File: src/rtl/color_seq_pkg.sv
// Shared mode, hue-phase and fade-direction encodings
// for the color sequencer family.
package color_seq_pkg;

  localparam logic [1:0] MODE_COUNT = 2'd0;
  localparam logic [1:0] MODE_HUE   = 2'd1;
  localparam logic [1:0] MODE_FADE  = 2'd2;
  localparam logic [1:0] MODE_HOLD  = 2'd3;

  typedef enum logic [2:0] {
    H0 = 3'd0,
    H1 = 3'd1,
    H2 = 3'd2,
    H3 = 3'd3,
    H4 = 3'd4,
    H5 = 3'd5
  } hue_t;

  localparam logic DIR_UP   = 1'b0;
  localparam logic DIR_DOWN = 1'b1;

endpackage

File: src/rtl/color_tick_prescaler.sv
// Enabled-cycle prescaler: tick once every step_div+1
// enabled cycles; clear restarts the count without a tick.
module color_tick_prescaler #(
  parameter int DIV_W = 16
) (
  input  logic             clk,
  input  logic             reset,
  input  logic             enable,
  input  logic             clear,
  input  logic [DIV_W-1:0] step_div,
  output logic             tick
);

  logic [DIV_W-1:0] cnt;

  assign tick = enable && !clear && (cnt == step_div);

  // count above a freshly lowered step_div falls back to 0 silently
  always_ff @(posedge clk) begin
    if (reset || clear) begin
      cnt <= '0;
    end else if (enable) begin
      if (cnt >= step_div) cnt <= '0;
      else                 cnt <= cnt + 1'b1;
    end
  end

endmodule

File: src/rtl/color_sequencer.sv
// Registered RGB sequencer: linear count, rainbow hue
// sweep, grey ping-pong fade and hold, with wrap pulse.
module color_sequencer
  import color_seq_pkg::*;
#(
  parameter int CW    = 4,
  parameter int DIV_W = 16
) (
  input  logic            clk,
  input  logic            reset,
  input  logic            enable,
  input  logic [1:0]      mode,
  input  logic [DIV_W-1:0] step_div,
  input  logic            load,
  input  logic [3*CW-1:0] load_color,
  output logic [CW-1:0]   red,
  output logic [CW-1:0]   green,
  output logic [CW-1:0]   blue,
  output logic            wrap
);

  localparam logic [CW-1:0] MAX = '1;
  localparam logic [CW-1:0] ONE = {{(CW-1){1'b0}}, 1'b1};
  localparam logic [3*CW-1:0] ONE3 = {{(3*CW-1){1'b0}}, 1'b1};

  logic [1:0] mode_q;
  hue_t       phase;
  logic       dir;
  logic       tick;
  logic       mode_chg;
  logic       load_ok;
  logic [3*CW-1:0] rgb;
  logic [3*CW-1:0] rgb_inc;

  assign rgb      = {red, green, blue};
  assign rgb_inc  = rgb + ONE3;
  assign mode_chg = (mode != mode_q);
  assign load_ok  = load &&
                    (mode_q == MODE_COUNT || mode_q == MODE_HOLD);

  color_tick_prescaler #(.DIV_W(DIV_W)) u_presc (
    .clk      (clk),
    .reset    (reset),
    .enable   (enable),
    .clear    (mode_chg || load_ok),
    .step_div (step_div),
    .tick     (tick)
  );

  always_ff @(posedge clk) begin
    if (reset) begin
      red    <= '0;
      green  <= '0;
      blue   <= '0;
      wrap   <= 1'b0;
      mode_q <= MODE_COUNT;
      phase  <= H0;
      dir    <= DIR_UP;
    end else begin
      wrap <= 1'b0;
      if (mode_chg) begin
        mode_q <= mode;
        unique case (mode)
          MODE_HUE: begin
            {red, green, blue} <= {MAX, {CW{1'b0}}, {CW{1'b0}}};
            phase <= H0;
          end
          MODE_FADE: begin
            {red, green, blue} <= '0;
            dir <= DIR_UP;
          end
          default: ;
        endcase
      end else if (load_ok) begin
        {red, green, blue} <= load_color;
      end else if (tick) begin
        unique case (mode_q)
          MODE_COUNT: begin
            {red, green, blue} <= rgb_inc;
            wrap <= &rgb;
          end
          MODE_HUE: begin
            unique case (phase)
              H0: begin
                green <= green + ONE;
                if (green == MAX - ONE) phase <= H1;
              end
              H1: begin
                red <= red - ONE;
                if (red == ONE) phase <= H2;
              end
              H2: begin
                blue <= blue + ONE;
                if (blue == MAX - ONE) phase <= H3;
              end
              H3: begin
                green <= green - ONE;
                if (green == ONE) phase <= H4;
              end
              H4: begin
                red <= red + ONE;
                if (red == MAX - ONE) phase <= H5;
              end
              H5: begin
                blue <= blue - ONE;
                if (blue == ONE) begin
                  phase <= H0;
                  wrap  <= 1'b1;
                end
              end
              default: phase <= H0;
            endcase
          end
          MODE_FADE: begin
            if (dir == DIR_UP) begin
              red   <= red + ONE;
              green <= red + ONE;
              blue  <= red + ONE;
              if (red == MAX - ONE) dir <= DIR_DOWN;
            end else begin
              red   <= red - ONE;
              green <= red - ONE;
              blue  <= red - ONE;
              if (red == ONE) begin
                dir  <= DIR_UP;
                wrap <= 1'b1;
              end
            end
          end
          default: ;
        endcase
      end
    end
  end

endmodule

File: config.mk
export PLATFORM = sky130hd
export DESIGN_NAME = color_sequencer
export DESIGN_NICKNAME = d
export VERILOG_FILES = /design/src/rtl/color_seq_pkg.sv /design/src/rtl/color_tick_prescaler.sv /design/src/rtl/color_sequencer.sv
export SDC_FILE = /design/constraint.sdc
export NUM_CORES = 1
export LEC_CHECK = 0
export BUFFER_PORTS_ARGS = -buffer_cell sky130_fd_sc_hd__buf_2
export CORE_MARGIN = 3
export CORE_UTILIZATION = 53
export DETAILED_ROUTE_END_ITERATION = 7
export PLACE_DENSITY = 0.78
export SYNTH_ARGS = -nofsm -noshare
export SYNTH_HDL_FRONTEND = slang
export SYNTH_SLANG_ARGS = --single-unit
File: constraint.sdc
create_clock -name clk -period 2.3 [get_ports clk]
set_input_delay 0.23 -clock clk [delete_from_list [all_inputs] [get_ports clk]]
set_output_delay 0.23 -clock clk [all_outputs]
set_load 0.02 [all_outputs]
Yosys cells after proc, flatten, opt, wreduce, memory -nomap -nowiden
Cells that the tools add are included.
- word-level logic and storage cells: 116
- input port bits: 34
- bits in registers: 35
- mux-type cells: 44
- reductions and logical operators: 22
- magnitude comparators: 1
- add/sub/neg operators: 8
- bitwise logic cells: 1
- equality and inequality tests: 32
- operators with widths (kind ; number):
    two-way mux 4 bit ; 11
    case mux 4 bit (3 select lines) ; 3
    two-way mux 3 bit ; 11
    case mux 4 bit (2 select lines) ; 4
    != test 3 bit (second input constant) ; 6
    case mux 3 bit (6 select lines) ; 1
    adder 16 x 1 -> 16 bit (second input constant) ; 1
    == test 16 bit ; 1
    greater-or-equal comparator 16 bit ; 1
    two-way mux 16 bit ; 1
    AND reduction 4 bit ; 4
    adder 12 x 1 -> 12 bit (second input constant) ; 1
    adder 4 x 1 -> 4 bit (second input constant) ; 3
    == test 4 x 1 -> 1 bit (second input constant) ; 3
    == test 4 bit (second input constant) ; 3
    two-way mux 1 bit ; 12
    AND reduction 12 bit ; 1
    subtractor 4 x 1 -> 4 bit (second input constant) ; 3
    != test 5 x 3 -> 1 bit (second input constant) ; 2
    AND reduction 10 bit ; 1
    == test 2 bit (second input constant) ; 3
    == test 3 x 2 -> 1 bit (second input constant) ; 2
    == test 3 bit (second input constant) ; 2
    nonzero test 2 bit ; 3
    other kinds (18) ; 25

Logic depth before layout (Yosys ltp)
- depth in word-level cells: 10
- gate-level depth with buffers: 9

Cells and area by module
Synthesis repeated with hierarchy kept, for this count alone.
- cell total of the unflattened synthesis: 397
- area total of the unflattened synthesis: 3174.3 µm²
- by module, submodules not included (module ; times used ; area an instance (µm²) ; cells an instance):
    color_sequencer ; 1 ; 2037.0 ; 262
    color_tick_prescaler ; 1 ; 1137.3 ; 135

Least setup slack after synthesis
OpenSTA, ideal clock, no wires.
- path type: reg-to-reg
- start point: reg mode_q[0]
- end point: reg phase[2]
- path slack: 0.038 ns
- stages on the path, launching flop included: 10
- library setup time: 0.122 ns
- arrival time: 2.141 ns
- path through: dfxtp_1 inv_1 ha_1 nand2b_1 buf_2 and3_1 buf_2 nand3_2 or4_4 mux2i_1
- cells in the longest elaborated chain, start to end: 9
- elaborated cells on any way between the ends: 22
- classes of those cells: eq/ne (11); mux (1); reduce/logical (10)
- RTL lines (item ; line ; RTL):
    start, declared ; color_sequencer.sv:26 ; logic [1:0] mode_q;
    start signal, assigned ; color_sequencer.sv:62 ; mode_q <= mode;
    == test 2 bit or zero test 2 bit (tied branches) ; color_sequencer.sv:39 ; (mode_q == MODE_COUNT || mode_q == MODE_HOLD);
    logical OR 1 bit ; color_sequencer.sv:39 ;
    logical AND 1 bit ; color_sequencer.sv:38 ; assign load_ok = load &&
    logical OR 1 bit ; color_sequencer.sv:45 ; .clear (mode_chg || load_ok),
    zero test 1 bit ; color_tick_prescaler.sv:16 ; assign tick = enable && !clear && (cnt == step_div);
    logical AND 1 bit (2 in series) ; color_tick_prescaler.sv:16 ;
    nonzero test 2 bit (no line) ; n/a ;
    AND reduction 10 bit (no line) ; n/a ;
    end signal, assigned ; color_sequencer.sv:57 ; phase <= H0;
    end signal, assigned ; color_sequencer.sv:66 ; phase <= H0;
    end signal, assigned ; color_sequencer.sv:86 ; if (green == MAX - ONE) phase <= H1;
    end, declared ; color_sequencer.sv:27 ; hue_t phase;
Parallel ways exist; a longest one is shown, timed or not.
A chain may end at the register's enable or synchronous reset.

Worst setup path after layout
- start point: reg u_presc.cnt[5]
- end point: reg phase[2]
- cells in the longest elaborated chain, start to end: 4
- RTL lines (item ; line ; RTL):
    start, declared ; color_tick_prescaler.sv:14 ; logic [DIV_W-1:0] cnt;
    start signal, assigned ; color_tick_prescaler.sv:24 ; else cnt <= cnt + 1'b1;
    == test 16 bit ; color_tick_prescaler.sv:16 ;
    logical AND 1 bit ; color_tick_prescaler.sv:16 ;
    nonzero test 2 bit (no line) ; n/a ;
    AND reduction 10 bit (no line) ; n/a ;
No other way between the ends.

==> impl_metrics.json <==
{
  "run_status": "finished clean",
  "cts_buffers": 5,
  "port_buffers": 46,
  "initial_utilization_pct": 55.32,
  "placer_congestion_estimate": 0.9667,
  "power-per-cell-area_nw_per_um2": 451.0,
  "post_drt_wl_per_cell_um": 17.10,
  "worstSetupEndpointType": "register",
  "synth.top_cells.by_count": "sky130_fd_sc_hd__ha_1, sky130_fd_sc_hd__inv_1, sky130_fd_sc_hd__dfxtp_1, sky130_fd_sc_hd__nand2_1, sky130_fd_sc_hd__a21oi_1",
  "area_growth_pct": 19.64,
  "htreeDepth": 2,
  "first_iter_violations": 341,
  "logic_depth_of_the_worst_register_to_register_path": 7,
  "post_synth_main_area_contributors": "sky130_fd_sc_hd__dfxtp_1, sky130_fd_sc_hd__ha_1, sky130_fd_sc_hd__inv_1, sky130_fd_sc_hd__xnor2_1, sky130_fd_sc_hd__xor2_1",
  "root_buffer": "sky130_fd_sc_hd__clkbuf_8",
  "yosys_warnings": 0,
  "worst_margin_pin_slew_ns": 0.5322,
  "synthesis.instances": 414,
  "startpoint": "u_presc.cnt[5]",
  "internal_power_mw": 1.164,
  "synth_sequential_area_ratio_pct": 21.27,
  "global_route.overflow_total": 0,
  "antenna_found_initial": 0,
  "routed_wl_mm": 9.471,
  "grt_pass1_vias": 3262,
  "min-delay-path-class": "input port to register",
  "sw_frac_of_total_pct": 34.51,
  "design.core.area_um2": 5956,
  "floorplan.die.width_um": 84.84,
  "timing_max_transition_violations_final": 0,
  "maximum_clock_skew_at_final_layout_ns": 0.01071,
  "ys_ff_latch": 35,
  "grt_start_max_net_pins": 21,
  "fraction_of_the_cycle_the_final_worst_path_needs_pct": 94.92,
  "setup_tns_ns": 0,
  "worst_r2r_endpoint": "phase[2]",
  "timing.final.hold_violations": 0,
  "synth_enable_flop_cells": 0,
  "cap_viol_max_count": 0,
  "startpoint_of_the_worst_hold_path": "load_color[9]",
  "cts.sink_count": 35,
  "yosysUniqueCellTypes": 67,
  "antenna_fix_cells": 0,
  "global_route_wire_length_before_repair_mm": 15.42,
  "design.portCount": 47,
  "synth_nets": 485,
  "clockPowerShare_pct": 33.5,
  "power_frac_comb_pct": 28.2,
  "synth_most_common_cell": "sky130_fd_sc_hd__ha_1",
  "syn-cell-area_um2": 3294,
  "cts.clk_slew.worst_paths_ns": 0.09,
  "grt_usage_pct": 26.00,
  "worst_r2r_startpoint": "u_presc.cnt[5]",
  "required_ns": 2.49,
  "hpwlAfterDp_mm": 7.250,
  "die_area_um2": 7198,
  "post_route_cells_drive_above_1_share_pct": 23.17,
  "cell_type_contributing_the_most_total_cell_area_after_synthesis": "sky130_fd_sc_hd__dfxtp_1",
  "rsz0062_at_grt": "false",
  "clock_tree.buffer_depth": 2,
  "seqPwrFrac_pct": 38.3,
  "core.rowCount": 28,
  "postSynthAreaPerCell_um2": 7.958,
  "switching_power_uw": 613.4,
  "detailedRoute.firstPassIterationCount": 5,
  "synthFlopType": "sky130_fd_sc_hd__dfxtp_1",
  "post-synth-top-area-fraction_pct": 21.27,
  "vias": 3523,
  "drtAntennaViolNets": 0,
  "drc": 0,
  "max_clock_freq_mhz": 458.1,
  "critical_path.max_fanout": 6,
  "nNetsFinal": 549,
  "ir_worst_vdd_mv": 0.3274,
  "worst-r2r-setup-slack_ns": 0.12,
  "min_delay_worst_endpoint": "red[1]",
  "ctsHoldBuffers": 0,
  "timing.final.crit_period_ns": 2.183,
  "max_slew_margin_pct": 64.25,
  "critical_path_arrival_ns": 2.37,
  "critPathKind": "register to register",
  "fp.dieH_um": 84.84,
  "postSynth.asyncResetShare_pct": 0,
  "start_kind": "register",
  "min_path_cells": 3,
  "setup_viol": 0,
  "worstSkewPairLatency_ns": 0.30,
  "cts_tree": "done",
  "routed_via_density": 6.359,
  "total_power_mw": 1.777,
  "leakage_nw": 1.673
}
==> power by group through the flow <==
stage                     clock (mW)  sequential (mW)  combinational, mW
after floorplan                    0            0.699              0.301
after global placement             0            0.690              0.470
after detailed placement           0            0.692              0.483
after CTS                      0.595            0.677              0.486
after global routing           0.626            0.686              0.549
final                          0.595            0.681              0.502
==> metrics by stage <==
| step | cell area, um2 | setup slack [ns] | hold slack, ns | std cells | utilization, % |
|---|---|---|---|---|---|
| after floorplan | 3294 | 0.03782 | 0.3829 | 414 | - |
| after global placement | 3759 | 0.07411 | 0.4971 | 543 | 63.11 |
| after detailed placement | 3759 | -0.07477 | 0.5009 | 543 | 63.11 |
| after CTS | 3885 | 0.03013 | 0.1805 | 552 | 65.23 |
| after global routing | 3941 | 0.002008 | 0.2020 | 554 | 66.18 |
| final | 3941 | 0.1170 | 0.1814 | 554 | 66.18 |
==> logic make-up (layout without fill, tap and decap cells) <==
kind of cell / count (synthesis) / in the layout / share of synthesized area, %
simple gates: 142 / 142 / 25.56
compound gates: 104 / 104 / 22.11
buf+inv: 59 / 124 / 6.912
fa+ha+maj: 37 / 37 / 14.05
flops: 35 / 35 / 21.27
xor+xnor: 30 / 30 / 7.976
mux: 7 / 7 / 2.127
==> layout by cell type, fill, tap and decap left out, types with 4 or more instances in the layout <==
| master | count |
|---|---|
| sky130_fd_sc_hd__buf_2 | 46 |
| sky130_fd_sc_hd__inv_1 | 36 |
| sky130_fd_sc_hd__ha_1 | 36 |
| sky130_fd_sc_hd__buf_4 | 34 |
| sky130_fd_sc_hd__dfxtp_1 | 29 |
| sky130_fd_sc_hd__nand2_1 | 23 |
| sky130_fd_sc_hd__a21oi_1 | 20 |
| sky130_fd_sc_hd__o21ai_0 | 18 |
| sky130_fd_sc_hd__nor2_1 | 17 |
| sky130_fd_sc_hd__nor4_1 | 17 |
| sky130_fd_sc_hd__nand3_1 | 15 |
| sky130_fd_sc_hd__xor2_1 | 15 |
| sky130_fd_sc_hd__xnor2_1 | 15 |
| sky130_fd_sc_hd__nand4_1 | 12 |
| sky130_fd_sc_hd__nand3b_1 | 9 |
| sky130_fd_sc_hd__nor3_1 | 8 |
| sky130_fd_sc_hd__a31oi_1 | 7 |
| sky130_fd_sc_hd__mux2i_1 | 7 |
| sky130_fd_sc_hd__a211oi_1 | 6 |
| sky130_fd_sc_hd__dfxtp_2 | 6 |
| sky130_fd_sc_hd__and3_1 | 5 |
| sky130_fd_sc_hd__or3_1 | 5 |
| sky130_fd_sc_hd__o31ai_1 | 5 |
| sky130_fd_sc_hd__clkbuf_8 | 5 |
| sky130_fd_sc_hd__nand2b_1 | 4 |
| sky130_fd_sc_hd__a21o_1 | 4 |
| sky130_fd_sc_hd__o211ai_1 | 4 |
| sky130_fd_sc_hd__a311oi_1 | 4 |
==> sequential cells by signal, indices dropped and copies added, names as in the netlist <==
signal / flops
wrap: 1
green: 4
blue: 4
dir: 1
phase: 3
red: 4
u_presc.cnt: 16
mode_q: 2
==> worst max-delay path by stage <==
| stage | slack (ns) | endpoint |
|---|---|---|
| after floorplan | 0.04 | phase[2] |
| final | 0.12 | phase[2] |
| after CTS | 0.03 | phase[0] |
| after detailed placement | -0.07 | red[3] |
| after global routing | 0.002 | phase[2] |
| after global placement | 0.07 | phase[2] |
==> critical path, stage by stage, from the launching register on <==
cell,delay [ns]
sky130_fd_sc_hd__dfxtp_2,0.35
sky130_fd_sc_hd__ha_1,0.30
sky130_fd_sc_hd__nand4_1,0.21
sky130_fd_sc_hd__nor4_4,0.26
sky130_fd_sc_hd__buf_4,0.18
sky130_fd_sc_hd__nand3_2,0.10
sky130_fd_sc_hd__or4_4,0.53
sky130_fd_sc_hd__mux2i_1,0.14
==> metal layers <==
layer	share of wire, %	vias up	track usage [%]
li1	-	1671	-
met1	44	1650	36.41
met2	44	185	40.50
met3	9.8	17	5.825
met4	2.1	0	6.763
met5	0	-	0
==> area by class of cell <==
cell class | instances | area (um2)
multi-input combinational | 320 | 2402
fill | 520 | 2014
sequential | 35 | 708.2
timing repair buffer | 80 | 485.5
inverter | 36 | 135.1
tap | 75 | 93.84
clock buffer | 5 | 68.82
clock inverter | 3 | 47.55
==> timing repair <==
item	CTS	global route
setup buffers	1	2
gates resized for setup	2	10
cloned	0	0
pin swaps	1	4
hold endpoints to repair	0	0
endpoints found under the setup margin	3	12
Note: power is estimated with default switching activity, not from simulation.
